File: config.mk
export PLATFORM = sky130hd
export DESIGN_NAME = gray_updown_ctr
export DESIGN_NICKNAME = d
export VERILOG_FILES = /design/src/rtl/gray_updown_ctr.sv
export SDC_FILE = /design/constraint.sdc
export NUM_CORES = 1
export LEC_CHECK = 0
export CORE_UTILIZATION = 34
export DETAILED_ROUTE_END_ITERATION = 16
export GPL_ROUTABILITY_DRIVEN = 0
export MAX_ROUTING_LAYER = met4
export PLACE_DENSITY = 0.72
export SYNTH_ARGS = -nofsm -noshare
export SYNTH_HDL_FRONTEND = slang
export SYNTH_SLANG_ARGS = --single-unit
File: constraint.sdc
create_clock -name clk -period 3.7 [get_ports clk]
set_input_delay 0.74 -clock clk [delete_from_list [all_inputs] [get_ports clk]]
set_output_delay 0.74 -clock clk [all_outputs]
set_load 0.005 [all_outputs]
File: src/rtl/gray_updown_ctr.sv
// Parametrised up/down Gray counter with synchronous load and terminal-count pulse.
// Define GRAY_CTR_SATURATE_EN to saturate at the bounds instead of wrapping.
module gray_updown_ctr #(
  parameter int WIDTH = 4
) (
  input  logic             clk,
  input  logic             rst_n,
  input  logic             en,
  input  logic             up_dn,
  input  logic             ld,
  input  logic [WIDTH-1:0] d,
  output logic [WIDTH-1:0] q,
  output logic [WIDTH-1:0] bin,
  output logic             tc
);

  localparam logic [WIDTH-1:0] ONE  = {{(WIDTH-1){1'b0}}, 1'b1};
  localparam logic [WIDTH-1:0] ZERO = '0;
  localparam logic [WIDTH-1:0] MAXV = '1;

  logic [WIDTH-1:0] b, b_nxt, d_bin;
  logic             tc_nxt, at_bound;

  // Gray-to-binary of the load value: each bit is the XOR of itself and all higher bits.
  for (genvar i = 0; i < WIDTH; i++) begin : g_dec
    assign d_bin[i] = ^d[WIDTH-1:i];
  end

  always_comb begin
    b_nxt    = b;
    tc_nxt   = 1'b0;
    at_bound = up_dn ? (b == MAXV) : (b == ZERO);
    if (ld) begin
      b_nxt = d_bin;
    end else if (en) begin
`ifdef GRAY_CTR_SATURATE_EN
      // Blocked step at a bound: hold value, still flag it.
      if (at_bound) tc_nxt = 1'b1;
      else          b_nxt  = up_dn ? b + ONE : b - ONE;
`else
      b_nxt  = up_dn ? b + ONE : b - ONE;
      tc_nxt = at_bound;
`endif
    end
  end

  // q is registered from the next binary value so it changes cleanly with b.
  always_ff @(posedge clk) begin
    if (!rst_n) begin
      b  <= '0;
      q  <= '0;
      tc <= 1'b0;
    end else begin
      b  <= b_nxt;
      q  <= b_nxt ^ (b_nxt >> 1);
      tc <= tc_nxt;
    end
  end

  assign bin = b;

endmodule
# After elaboration in Yosys (flattened, before gate mapping)
# Cells that the tools add are included.
[word_totals]
ff_bits = 9
latchBits = 0
mem_bits_rw = 0
mem_bits_ro = 0
input_bits = 9
out_inout_bits = 9
elab_cells = 18
memories = 0
[op_classes]
addsub = 2
multipliers = 0
n_div = 0
magnitude_cmp = 0
eq_ne = 1
n_shift = 0
n_mux = 4
n_bitwise = 3
n_reduce_logical = 5
[op_table]
columns = ["operator", "count"]
rows = [
  ["$mux W4", 3],
  ["$add A4 B1 Y4 const B", 1],
  ["$eq A4 B4 Y1 const B", 1],
  ["$logic_not A4 Y1", 1],
  ["$reduce_xor A4 Y1", 1],
  ["$sub A4 B1 Y4 const B", 1],
  ["$xor A4 B3 Y4", 1],
  ["$reduce_or A3 Y1", 1],
  ["$reduce_xor A3 Y1", 1],
  ["$not A1 Y1", 2],
  ["$reduce_xor A2 Y1", 1],
  ["$mux W1", 1],
]

# Logic depth before layout (Yosys ltp)
# Gate-level depths: netlist (run 1).
[depth]
depth_word = 5
depth_mapped = 6
ltp_nobuf = 6

# Least setup slack after synthesis (run 1)
# No wires, ideal clock.
[synth_timing]
kind = "in2reg"
startpoint = "input port up_dn"
endpoint = "register q[2]"
setup_ps = 72
t_arrival_ps = 1902
path_slack_ps = 1727
cell_stages = 5
path_buffers = 0
cell_sequence = "fa_1 xnor2_1 a211o_1 a21bo_2 mux2i_1"
[synth_via]
elab_chain_cells = 4
[synth_lines]
columns = ["item", "line_no", "text"]
rows = [
  ["from (decl)", "9", "input logic up_dn,"],
  ["$mux W4", "41", "b_nxt = up_dn ? b + ONE : b - ONE;"],
  ["$mux W4", "35", "end else if (en) begin"],
  ["$mux W4", "33", "if (ld) begin"],
  ["$xor A4 B3 Y4", "55", "q <= b_nxt ^ (b_nxt >> 1);"],
  ["to (signal assigned)", "55", ""],
  ["to (decl)", "12", "output logic [WIDTH-1:0] q,"],
]
# No other way between the ends.
# A chain may end at the register's enable or synchronous reset.

# Worst setup path in the final report (run 1)
# Ends and elaborated chain as after synthesis.

==> results of run 1 <==
## worst max-delay path: cells and delay by family
kind / cells / cell delay (ps)
AO/OA/AOI/OAI: 2 / 530
XOR/XNOR: 1 / 170
multiplexers: 1 / 100
adder cells (fa/ha/maj): 1 / 370
buffers and inverters: 2 / 750
## cells in the final DEF, fill, tap and decap left out
cell type	n
clkdlybuf4s50_1	17
dfxtp_1	8
inv_1	4
nand2_1	4
o211a_1	4
a21oi_1	3
xor2_1	3
xnor2_1	3
clkbuf_4	3
nand3_1	2
nor2_1	2
nor3_1	2
nor2b_1	2
mux2i_1	2
nand2b_1	2
ha_1	2
nor4bb_1	1
nor3b_1	1
a2bb2oi_1	1
a21o_1	1
or4b_1	1
nand3b_1	1
a221oi_2	1
a22o_1	1
nor4_1	1
nand4_1	1
xnor3_1	1
a211o_1	1
a21bo_2	1
fa_1	1
## state kept, by name (all words and copies together), names as in the netlist
name	flops
bin	3
q	4
tc	1
## through the flow
step	power [W]	worst slack (ps)	area (sq um)	cells
after CTS	0.000272	1220	757	93
after detailed placement	0.000206	961	734	90
after global routing	0.000285	1120	757	93
after global placement	0.000206	1040	734	90
final	0.000270	1220	757	93
after floorplan	0.000166	1730	563	60
## report_power, final
group          internal [W]  switching (W)
combinational     0.0000578      0.0000424
sequential        0.0000963     0.00000893
clock             0.0000370      0.0000274
## kinds of logic after synthesis
| family | Yosys count |
|---|---|
| muxes | 2 |
| buffers and inverters | 7 |
| and+or+nand+nor | 20 |
| adders and majority gates | 3 |
| AOI/OAI and AO/OA | 13 |
| xor gates and xnor gates | 7 |
| DFF | 8 |
## path summary, 6_finish.rpt
check                           startpoint  endpoint  slack [ps]  depth (start not counted)
worst max register to register      bin[0]      q[2]        1840                          6
worst min-delay path                bin[1]        tc         690                          3
worst max-delay path                 up_dn      q[2]        1220                          7
worst min register to register      bin[1]        tc         690                          3
## final cells by class
type                       instances  area [sq um]  share of cell area, %
clock buffer                       3          22.5                   2.98
inverter                           4          15.0                   1.98
multi-input combinational         45           369                   48.8
sequential                         8           160                   21.2
tap                               16          20.0                   2.64
timing repair buffer              17           170                   22.5
## layer usage
metal	global-route usage [%]	wire [um]	vias to the layer above
met3	3.40	93	5
met4	9.38	34	0
li1	-	-	251
met1	18.7	534	225
met5	-	0	-
met2	19.1	435	21
==> key figures, run 1 <==
Outcome
  – Outcome: completed

Finish
  – Area Growth Syn to Fin: 34.4%
  – Layout Nets: between 90 and 100
  – Final Util: about half
  – # fillers: 166
  – Diodes inserted: 0
  – Layout cells sized above 1: under 10%

STA
  – Hold slack final: 693 ps
  – Setup TNS: 0 ps
  – Slew headroom: 64.5%
  – Fmax achieved: between 400 and 500 MHz
  – Final min period: 2480 ps
  – Unrepaired setup endpoints after global routing: no
  – Worst-margin pin slew: 530 ps
  – Worst Clk Skew: 2.97 ps
  – Number of setup violations in the final report: 0
  – Tcrit/Tclk final: between 60% and 70%
  – Max Transition Viols Final: 0
  – Final hold violations: 0

Clock tree
  – Post-cts resize count: 0
  – Clock sinks: 8
  – CTS Buf Count: 3
  – Cts hold-fix bufs: 0
  – Reg clk slew, reported paths: 50 ps
  – CTS tree: yes
  – Clock latency on the worst-skew pair: 250 ps
  – Htree depth: 1
  – Clk buf depth: 2
  – Setup Fix Bufs, Post-CTS: 0
  – Root buffer cell: clkbuf_4

Place
  – I/O Buffers: 17
  – DP Wirelength: 819 um

Synthesis
  – Yosys reg bits: 8
  – Post-Synthesis Cell Area: 563 sq um
  – Post-synth top area share: between 20% and 30%
  – Ys flop type: dfxtp_1
  – Top cells by area, synth: dfxtp_1 (28%), o211a_1 (7.1%), xnor2_1 (4.7%), xor2_1 (4.7%), ha_1 (4.4%)
  – Asr flop ratio synth: 0%
  – Compound-Gate Fraction of Synth Area: between 20% and 30%
  – Post-Syn Nets: between 70 and 80
  – Number of flops mapped to enable cells by yosys: 0
  – Cell count after synthesis: 60
  – Commonest cells in the netlist: dfxtp_1 (8), inv_1 (4), nand2_1 (4), o211a_1 (4)
  – Yosys top cell by area: dfxtp_1
  – Simple-gate area share of the yosys netlist: 20.4%
  – Multiplexer share of the synthesized area: between 3 and 4%
  – Adder-cell share of the synthesized area: 8.00%
  – Largest family of logic cells by synthesized area: simple AND/OR/NAND/NOR gates
  – Syn. warnings: 0
  – Synth Area in XOR/XNOR: 13.3%
  – Synth unique cells: 30
  – Seq/Total Area, Yosys: 28.4%
  – Synthesized area per cell: 9.38 sq um
  – Top-count cell post-synth: dfxtp_1

Critical path
  – CP Class: primary input to flip-flop
  – Worst Path Arrival: 2660 ps
  – Req. time, crit path: 3880 ps
  – CP max stage cell: clkdlybuf4s50_1
  – Max FO, Critical Path: 8
  – Worst Setup Start Kind: primary input
  – Critical path cell sequence: clkdlybuf4s50_1 > inv_1 > ha_1 > xnor2_1 > a211o_1 > a21bo_2 > mux2i_1
  – Crit end category: flip-flop
  – CP max stage delay: 640 ps

Global route
  – GR Util All Layers: 14.2%
  – First-pass GRT wire length: 1.87 mm
  – Grt ovf: 0
  – Vias in the first global route: 455
  – Largest net degree at the start of global routing: 18
  – Antenna violations before repair: 0

Pwr
  – Leak pwr: 0.339 nW
  – VDD IR max: between 0.0002 and 0.00025 V
  – P per Cell Area: 356 nW/um^2

Floorplanning
  – Die height: between 40 and 50 um
  – DIE AREA: 1820 sq um
  – Core area: 1520 sq um
  – Cell Rows: 14
  – Die W: around 43 um
  – I/O Pins: 18
  – Initial Util: 36.9%

Route
  – TritonRoute pass-1 iters: 4
  – Routed WL: 1.10 mm
  – Iter 0 DRT Violations: 14
  – DR WL/cell: 11.8 um
  – Vias: 502
  – Number of vias per cell: ~5.4
  – # DRC: 0
  – Routed Antenna Nets: 0

Worst hold path
  – Worst hold path class: flip-flop to flip-flop

Flow run
  – Maxcap violations: 0
Note: power is estimated with default switching activity, not from simulation.
==> inputs of run 2 (changes only) <==
clock period = 2.3 ns   (was 3.7 ns; I/O delays follow)
==> run 2 against run 1 <==
Clock skew increased by 3.8 ps. Core utilization is 3.0 points higher. Largest cell class unchanged. Global-route usage is 1.3 points higher. Critical endpoint unchanged.
==> key figures, run 2 (synthesized netlist as in run 1, its figures left out) <==
Flow run
  – Maxcap violations: 0 (unchanged)

Worst hold path
  – Worst hold path class: flip-flop to flip-flop

Place
  – DP Wirelength: 909 um (+11%)
  – Post-Place Cells: 96 (+6.7%)
  – I/O Buffers: 17 (unchanged)

STA
  – Worst Clk Skew: 6.75 ps (+3.77 ps)
  – Final min period: 2100 ps
  – Max Transition Viols Final: 0 (unchanged)
  – Fmax achieved: 477 MHz
  – Setup TNS: 0 ps (unchanged)
  – Number of setup violations in the final report: 0 (unchanged)
  – Final hold violations: 0 (unchanged)
  – Slew headroom: 82.3% (+18 points)
  – Worst-margin pin slew: 266 ps (-265 ps)
  – Tcrit/Tclk final: 91.2%
  – Unrepaired setup endpoints after global routing: no

Clock tree
  – Setup Fix Bufs, Post-CTS: 0 (unchanged)
  – Post-cts resize count: 0 (unchanged)
  – Clock latency on the worst-skew pair: 250 ps (about the same)
  – Reg clk slew, reported paths: 60 ps (about the same)
  – Htree depth: 1 (unchanged)
  – Clock sinks: 8 (unchanged)
  – Cts hold-fix bufs: 0 (unchanged)
  – Root buffer cell: clkbuf_4
  – CTS tree: yes
  – Clk buf depth: 2 (unchanged)
  – CTS Buf Count: 3 (unchanged)

Critical path
  – Reg2Reg Depth: 6 (unchanged)
  – R2R Path Start: bin[0]
  – Reg-to-reg setup timing slack: 440 ps (-1400 ps)
  – Worst Path Arrival: 2280 ps (-380 ps)
  – CP startpoint: up_dn
  – Req. time, crit path: 2480 ps (-1400 ps)
  – Crit end category: flip-flop
  – Worst Setup Start Kind: primary input
  – Worst reg2reg endpoint: q[2]
  – Worst setup endpoint: q[2]
  – Max FO, Critical Path: 4 (-4)
  – CP Class: primary input to flip-flop

Floorplanning
  – Die W: 42.7 um (unchanged)
  – Die height: 42.7 um (unchanged)
  – Initial Util: 36.9% (unchanged)
  – Cell Rows: 14 (unchanged)
  – I/O Pins: 18 (unchanged)
  – DIE AREA: 1820 sq um (unchanged)
  – Core area: 1520 sq um (unchanged)

Finish
  – Area Growth Syn to Fin: 42.4%
  – Final Util: 52.6% (+3.0 points)
  – Layout Nets: 97 (+6.6%)
  – Cell Count, Final, Fillers Out: 99 (+6.5%)
  – Diodes inserted: 0 (unchanged)
  – Commonest non-fill, non-tap cell in the layout: clkdlybuf4s50_1
  – Layout cells sized above 1: 13.3% (+6.8 points)
  – Max reg flops: 4 (unchanged)
  – Register with the most flip-flops: q
  – Commonest non-fill, non-tap cells in the layout: clkdlybuf4s50_1 (17), dfxtp_1 (8), buf_4 (6)

Route
  – Number of vias per cell: 5.21 (-3.4%)
  – Vias: 516 (+2.8%)
  – Iter 0 DRT Violations: 5 (-9)
  – TritonRoute pass-1 iters: 2 (-2)
  – # DRC: 0 (unchanged)
  – Routed Antenna Nets: 0 (unchanged)
  – DR WL/cell: 12.1 um (+2.5%)
  – Routed WL: 1.20 mm (+9.1%)

Global route
  – First-pass GRT wire length: 2.07 mm (+11%)
  – Vias in the first global route: 496 (+9.0%)
  – Grt ovf: 0 (unchanged)
  – Largest net degree at the start of global routing: 17 (-1)
  – Antenna violations before repair: 0 (unchanged)
  – GR Util All Layers: 15.5% (+1.3 points)

Pwr
  – P per Cell Area: 570 nW/um^2 (+60%)
  – Pwr Total: 0.000457 W (+70%)
  – VDD IR max: 0.000255 V (+8.5%)
  – Leak pwr: 0.368 nW (+8.5%)

Outcome
  – Outcome: completed
run 2: worst max-delay path, stage by stage:
cell,delay [ps]
clkdlybuf4s50_1,550
inv_1,100
ha_1,360
xnor2_1,170
a211o_1,310
a21bo_2,210
mux2i_1,110
run 2: final cells by class:
| cell class | instances | area, sq um |
|---|---|---|
| Clock buffer | 3 | 22.5 |
| Fill cell | 150 | 722 |
| Inverter | 4 | 15.0 |
| Multi-Input combinational cell | 45 | 369 |
| Sequential cell | 8 | 160 |
| Tap cell | 16 | 20.0 |
| Timing Repair Buffer | 23 | 215 |
run 2: layer usage:
metal	wire (um)	up-vias	track usage [%]
li1	-	264	-
met5	0	-	-
met4	18	0	7.50
met1	566	230	19.9
met2	538	18	23.0
met3	74	4	3.40
run 2: power breakdown:
group	total, W	internal, W	leakage, nW	switching [W]
registers	0.000169	0.000155	0.0665	0.0000142
logic	0.000180	0.000108	0.287	0.0000728
clock network	0.000108	0.0000598	0.0138	0.0000484
total	0.000457	0.000322	0.368	0.000135
run 2: how the worst min path moves through the flow:
stage | from | end | slack (ps) | cells past startpoint
after global placement | bin[2] | tc | 690 | 4
after floorplan | rst_n | tc | 590 | 2
after detailed placement | bin[1] | tc | 730 | 3
after CTS | bin[1] | tc | 750 | 3
final | bin[1] | tc | 730 | 3
after global routing | bin[2] | tc | 810 | 4
run 2: through the flow:
step           hold slack, ps  cell area (sq um)  setup WS [ps]
3_5_place_dp              733                779          -36.8
3_3_place_gp              694                779           19.6
5_1_grt                   807                802            154
2_1_floorplan             585                563            588
6_report                  728                802            202
4_1_cts                   748                802            212
==> edit 1: new RTL, config.mk and constraints of run 1 <==
Register the output `bin` once more; this adds one clock of latency there. The other outputs are not delayed to match.
--- a/src/rtl/gray_updown_ctr.sv
+++ b/src/rtl/gray_updown_ctr.sv
@@ -58,5 +58,7 @@
   end
 
-  assign bin = b;
+  always_ff @(posedge clk) begin
+    bin <= b;
+  end
 
 endmodule
Check against the original RTL: not equivalent (Yosys sat finds a counterexample within 4 cycles, from zero or initial values and one cycle with rst_n low).
==> edit 1 against run 1 <==
  * Cell count grew 15%
  * Largest cell class unchanged
  * First-iteration DRC count shrank 64%
  * Area after synthesis up 15%
  * Total power rose by 32%
  * Worst setup slack gained 0.058 ns
  * Design area rose by 14%
  * Sequential cell count grew 4
  * Critical path depth unchanged
  * Wire length rose by 4.1%
  * Die area grew 14%
==> edit 1: results (changes against run 1) <==
[run_status]
status = completed

[power]
p_leak_nw = 0.385  ; +14%
vdd_drop_max_mv = 0.319  ; +35%

[grt]
use_met2_pct = 17.7  ; -1.4 points
grt_pass1_vias = 447  ; -1.8%
use_met1_pct = 16.1  ; -2.6 points
grt_util_met3_pct = 7.94  ; +4.5 points

[routing]
routed_wl_mm = 1.14  ; +4.1%
via_count = 514  ; +2.4%
first_iter_violations = 5  ; -9
first_pass_iters = 2  ; -2

[timing]
fin_skew_ns = 0.00462  ; +0.00165 ns
fin_tns_setup_ns = 0  ; unchanged
relSlewSlack_pct = 64.5  ; -0.067 points

[layout]
drive_above_1_share_pct = 7.32  ; +0.82 points
seq-cell-share_pct = 27.9  ; +6.7 points
final-nonclk-buf-share_pct = 19.8  ; -2.7 points
clkbuf_count = 4  ; +1
fill_cells = 170  ; +2.4%
multi_input_area_um2 = 368  ; -0.34%
num-multi-input-gates = 45  ; unchanged
flops_and_latches = 12  ; +4
clkCellAreaFrac_pct = 4.22  ; +1.2 points

[critical_path]
worst_path_largest_cell_delay_ns = 0.61  ; -0.03 ns
worstPathArrival_ns = 2.62  ; -0.04 ns
reg2reg_from = b[0]$_SDFF_PN0_

[yosys]
ys_types = 33  ; +10%
seq_area_frac_synth_pct = 37.2  ; +8.8 points
synth.area.top_cells = dfxtp_1 37%, o211a_1 6.2%, xnor2_1 4.1%
synthCells = 64  ; +6.7%
synth_fp_nets = 76  ; +5.6%
synth.cells.most_frequent = 12 x dfxtp_1, 4 x inv_1, 4 x nand2_1, 4 x o211a_1

[clock_tree]
clkLatencyLatePin_ns = 0.27  ; +0.02 ns
postCtsSetupBuffers = 0  ; unchanged

[placed_design]
hpwl_um = 896  ; +9.4%
placed_cells = 103  ; +14%

[min_path]
holdCritStartpoint = b[1]$_SDFF_PN0_
min_to = bin[1]$_DFF_P_
holdPathStages = 0  ; -3

-- edit 1: per-layer routing --
layer | routed length [um] | part of all wire, % | vias to the layer above
met5 | 0 | 0 | -
met4 | 9 | 0.79 | 0
met3 | 76 | 6.6 | 2
met2 | 542 | 47 | 17
met1 | 515 | 45 | 232
li1 | - | - | 263
-- edit 1: stage by stage --
stage | setup slack (ns) | instance area, um2 | hold WS, ns
finish | 1.28 | 861 | 0.392
global route | 1.17 | 861 | 0.410
CTS | 1.28 | 861 | 0.392
detailed placement | 1.01 | 825 | 0.375
global placement | 1.04 | 825 | 0.376
floorplan | 1.78 | 646 | 0.355
-- edit 1: how the worst max path moves through the flow --
| stage | slack [ns] | to | cells past startpoint |
|---|---|---|---|
| 6_report | 1.28 | q[2]$_SDFF_PN0_ | 7 |
| 5_1_grt | 1.17 | q[2]$_SDFF_PN0_ | 7 |
| 4_1_cts | 1.28 | q[2]$_SDFF_PN0_ | 7 |
| 3_5_place_dp | 1.01 | q[2]$_SDFF_PN0_ | 7 |
| 3_3_place_gp | 1.04 | q[2]$_SDFF_PN0_ | 7 |
| 2_1_floorplan | 1.78 | q[2]$_SDFF_PN0_ | 5 |
-- edit 1: cell families (layout without fill, tap and decap cells) --
logic type      count (synthesis)  after routing  synth area share (%)
simple gates                   20             20                  18.6
compound gates                 13             13                  16.7
flops                          12             12                  37.2
xor+xnor                        7              7                  11.6
buf+inv                         7             25                  5.81
fa+ha+maj                       3              3                  6.98
mux                             2              2                  3.10
-- edit 1: where the power goes --
group	internal, mW	total [mW]	switching (mW)	leakage, nW
logic	0.0580	0.100	0.0421	0.264
registers	0.144	0.153	0.00941	0.0998
clock network	0.0598	0.102	0.0424	0.0210
==> edit 2: new RTL, config.mk and constraints of run 1 <==
Without the edit above. The option `GRAY_CTR_SATURATE_EN` is turned on by a define.
--- a/src/rtl/gray_updown_ctr.sv
+++ b/src/rtl/gray_updown_ctr.sv
@@ -1,4 +1,6 @@
 // Parametrised up/down Gray counter with synchronous load and terminal-count pulse.
 // Define GRAY_CTR_SATURATE_EN to saturate at the bounds instead of wrapping.
+`define GRAY_CTR_SATURATE_EN
+
 module gray_updown_ctr #(
   parameter int WIDTH = 4
Function: changed (a bounded check fails within 4 cycles, from zero or initial values and one cycle with rst_n low).
==> edit 2 against run 1 <==
  * Sequential cell count is the same
  * Total power is 9.9% higher
  * Area after synthesis up 10%
  * Design area is 10% higher
  * Clock power down 2%
  * Maximum frequency decreased by 9.5%
  * Synthesized cell count up 3.3%
  * Worst setup slack worse by 0.26 ns
  * Critical path depth increased by 1
  * Wire length rose by 9.7%
  * Highest routed layer unchanged
==> edit 2: results (changes against run 1) <==
[layout]
multi_input_area_um2 = 419  ; +14%
diodes = 0  ; unchanged
fill_cells = 190  ; +14%
drive_above_1_share_pct = 16.3  ; +9.8 points

[yosys]
ys_types = 34  ; +13%
synth.area.top_cells = dfxtp_1 26%, and2_1 5.0%, a221oi_2 4.8%
synth_fp_nets = 74  ; +2.8%
seq_area_frac_synth_pct = 25.8  ; -2.7 points
synthCells = 62  ; +3.3%
synth.cells.most_frequent = 8 x dfxtp_1, 8 x inv_1, 5 x and2_1

[grt]
grt_pass1_wl_mm = 1.99  ; +6.3%
grt_max_degree = 10  ; -8
grt_pass1_vias = 488  ; +7.3%
track_usage_pct = 14.1  ; -0.16 points

[critical_path]
cp_max_fo = 7  ; -1
worstPathArrival_ns = 2.88  ; +0.22 ns

[timing]
worstMarginPinSlew_ns = 0.417  ; -0.113 ns
fin_skew_ns = 0.000683  ; -0.00229 ns

[placed_design]
hpwl_um = 975  ; +19%
placedInstanceArea_um2 = 811  ; +10%
placed_cells = 102  ; +13%
dp_slack_ns = 0.677  ; -0.284 ns

[routing]
wl_per_cell_um = 11.5  ; -2.9%
routed_wl_mm = 1.20  ; +9.7%
via_count = 514  ; +2.4%

[power]
power.internal_mw = 0.207  ; +8.2%
p_leak_nw = 0.345  ; +1.7%
vdd_drop_max_mv = 0.213  ; -9.6%

[run_status]
status = completed

edit 2: cell count changes in the layout (fill, tap and decap cells not counted), moves of 2 or more:
cell      change
o211a_1       -3
inv_1         +4
nand3_1       -2
nor3_1        -2
and2_1        +5
nand2_1       -2
a211oi_2      +2
edit 2: cell type report:
cell class,instances,share of cell area [%]
Timing Repair Buffer,17,20.4
Sequential cell,8,19.2
Clock buffer,3,2.70
Multi-Input combinational cell,44,50.3
Tap cell,25,3.75
Inverter,8,3.60
edit 2: final timing paths:
path	start	end	slack, ns	cells past startpoint
worst min register to register	bin[2]$_SDFF_PN0_	tc$_SDFF_PP0_	0.76	2
worst min-delay path	bin[2]$_SDFF_PN0_	tc$_SDFF_PP0_	0.76	2
worst max register to register	bin[0]$_SDFF_PN0_	q[0]$_SDFF_PN0_	1.58	7
worst max-delay path	up_dn	q[2]$_SDFF_PN0_	0.96	8
edit 2: cell families after synthesis:
family | share of synthesized area, %
simple gates | 18.5
compound gates | 24.3
buf+inv | 6.84
flops | 25.8
xor+xnor | 13.3
fa+ha+maj | 7.24
mux | 4.02
edit 2: per-layer routing:
layer	vias to the layer above	track usage, %	part of all wire, %
met5	-	-	0
met4	0	5.45	1.6
met3	2	2.80	5.1
met2	15	22.1	47
met1	239	17.8	47
li1	258	-	-
edit 2: tightest hold or removal path, delay by kind of cell, from the launching register on:
kind	cells	cell delay, ns
DFF	1	0.41
AOI/OAI and AO/OA	1	0.22
and+or+nand+nor	1	0.07
edit 2: power groups by stage:
stage | clock [mW] | combinational [mW] | sequential [mW]
2_1_floorplan | 0 | 0.0748 | 0.112
5_1_grt | 0.0721 | 0.134 | 0.113
3_3_place_gp | 0 | 0.120 | 0.113
6_report | 0.0634 | 0.121 | 0.112
4_1_cts | 0.0666 | 0.123 | 0.112
3_5_place_dp | 0 | 0.123 | 0.114
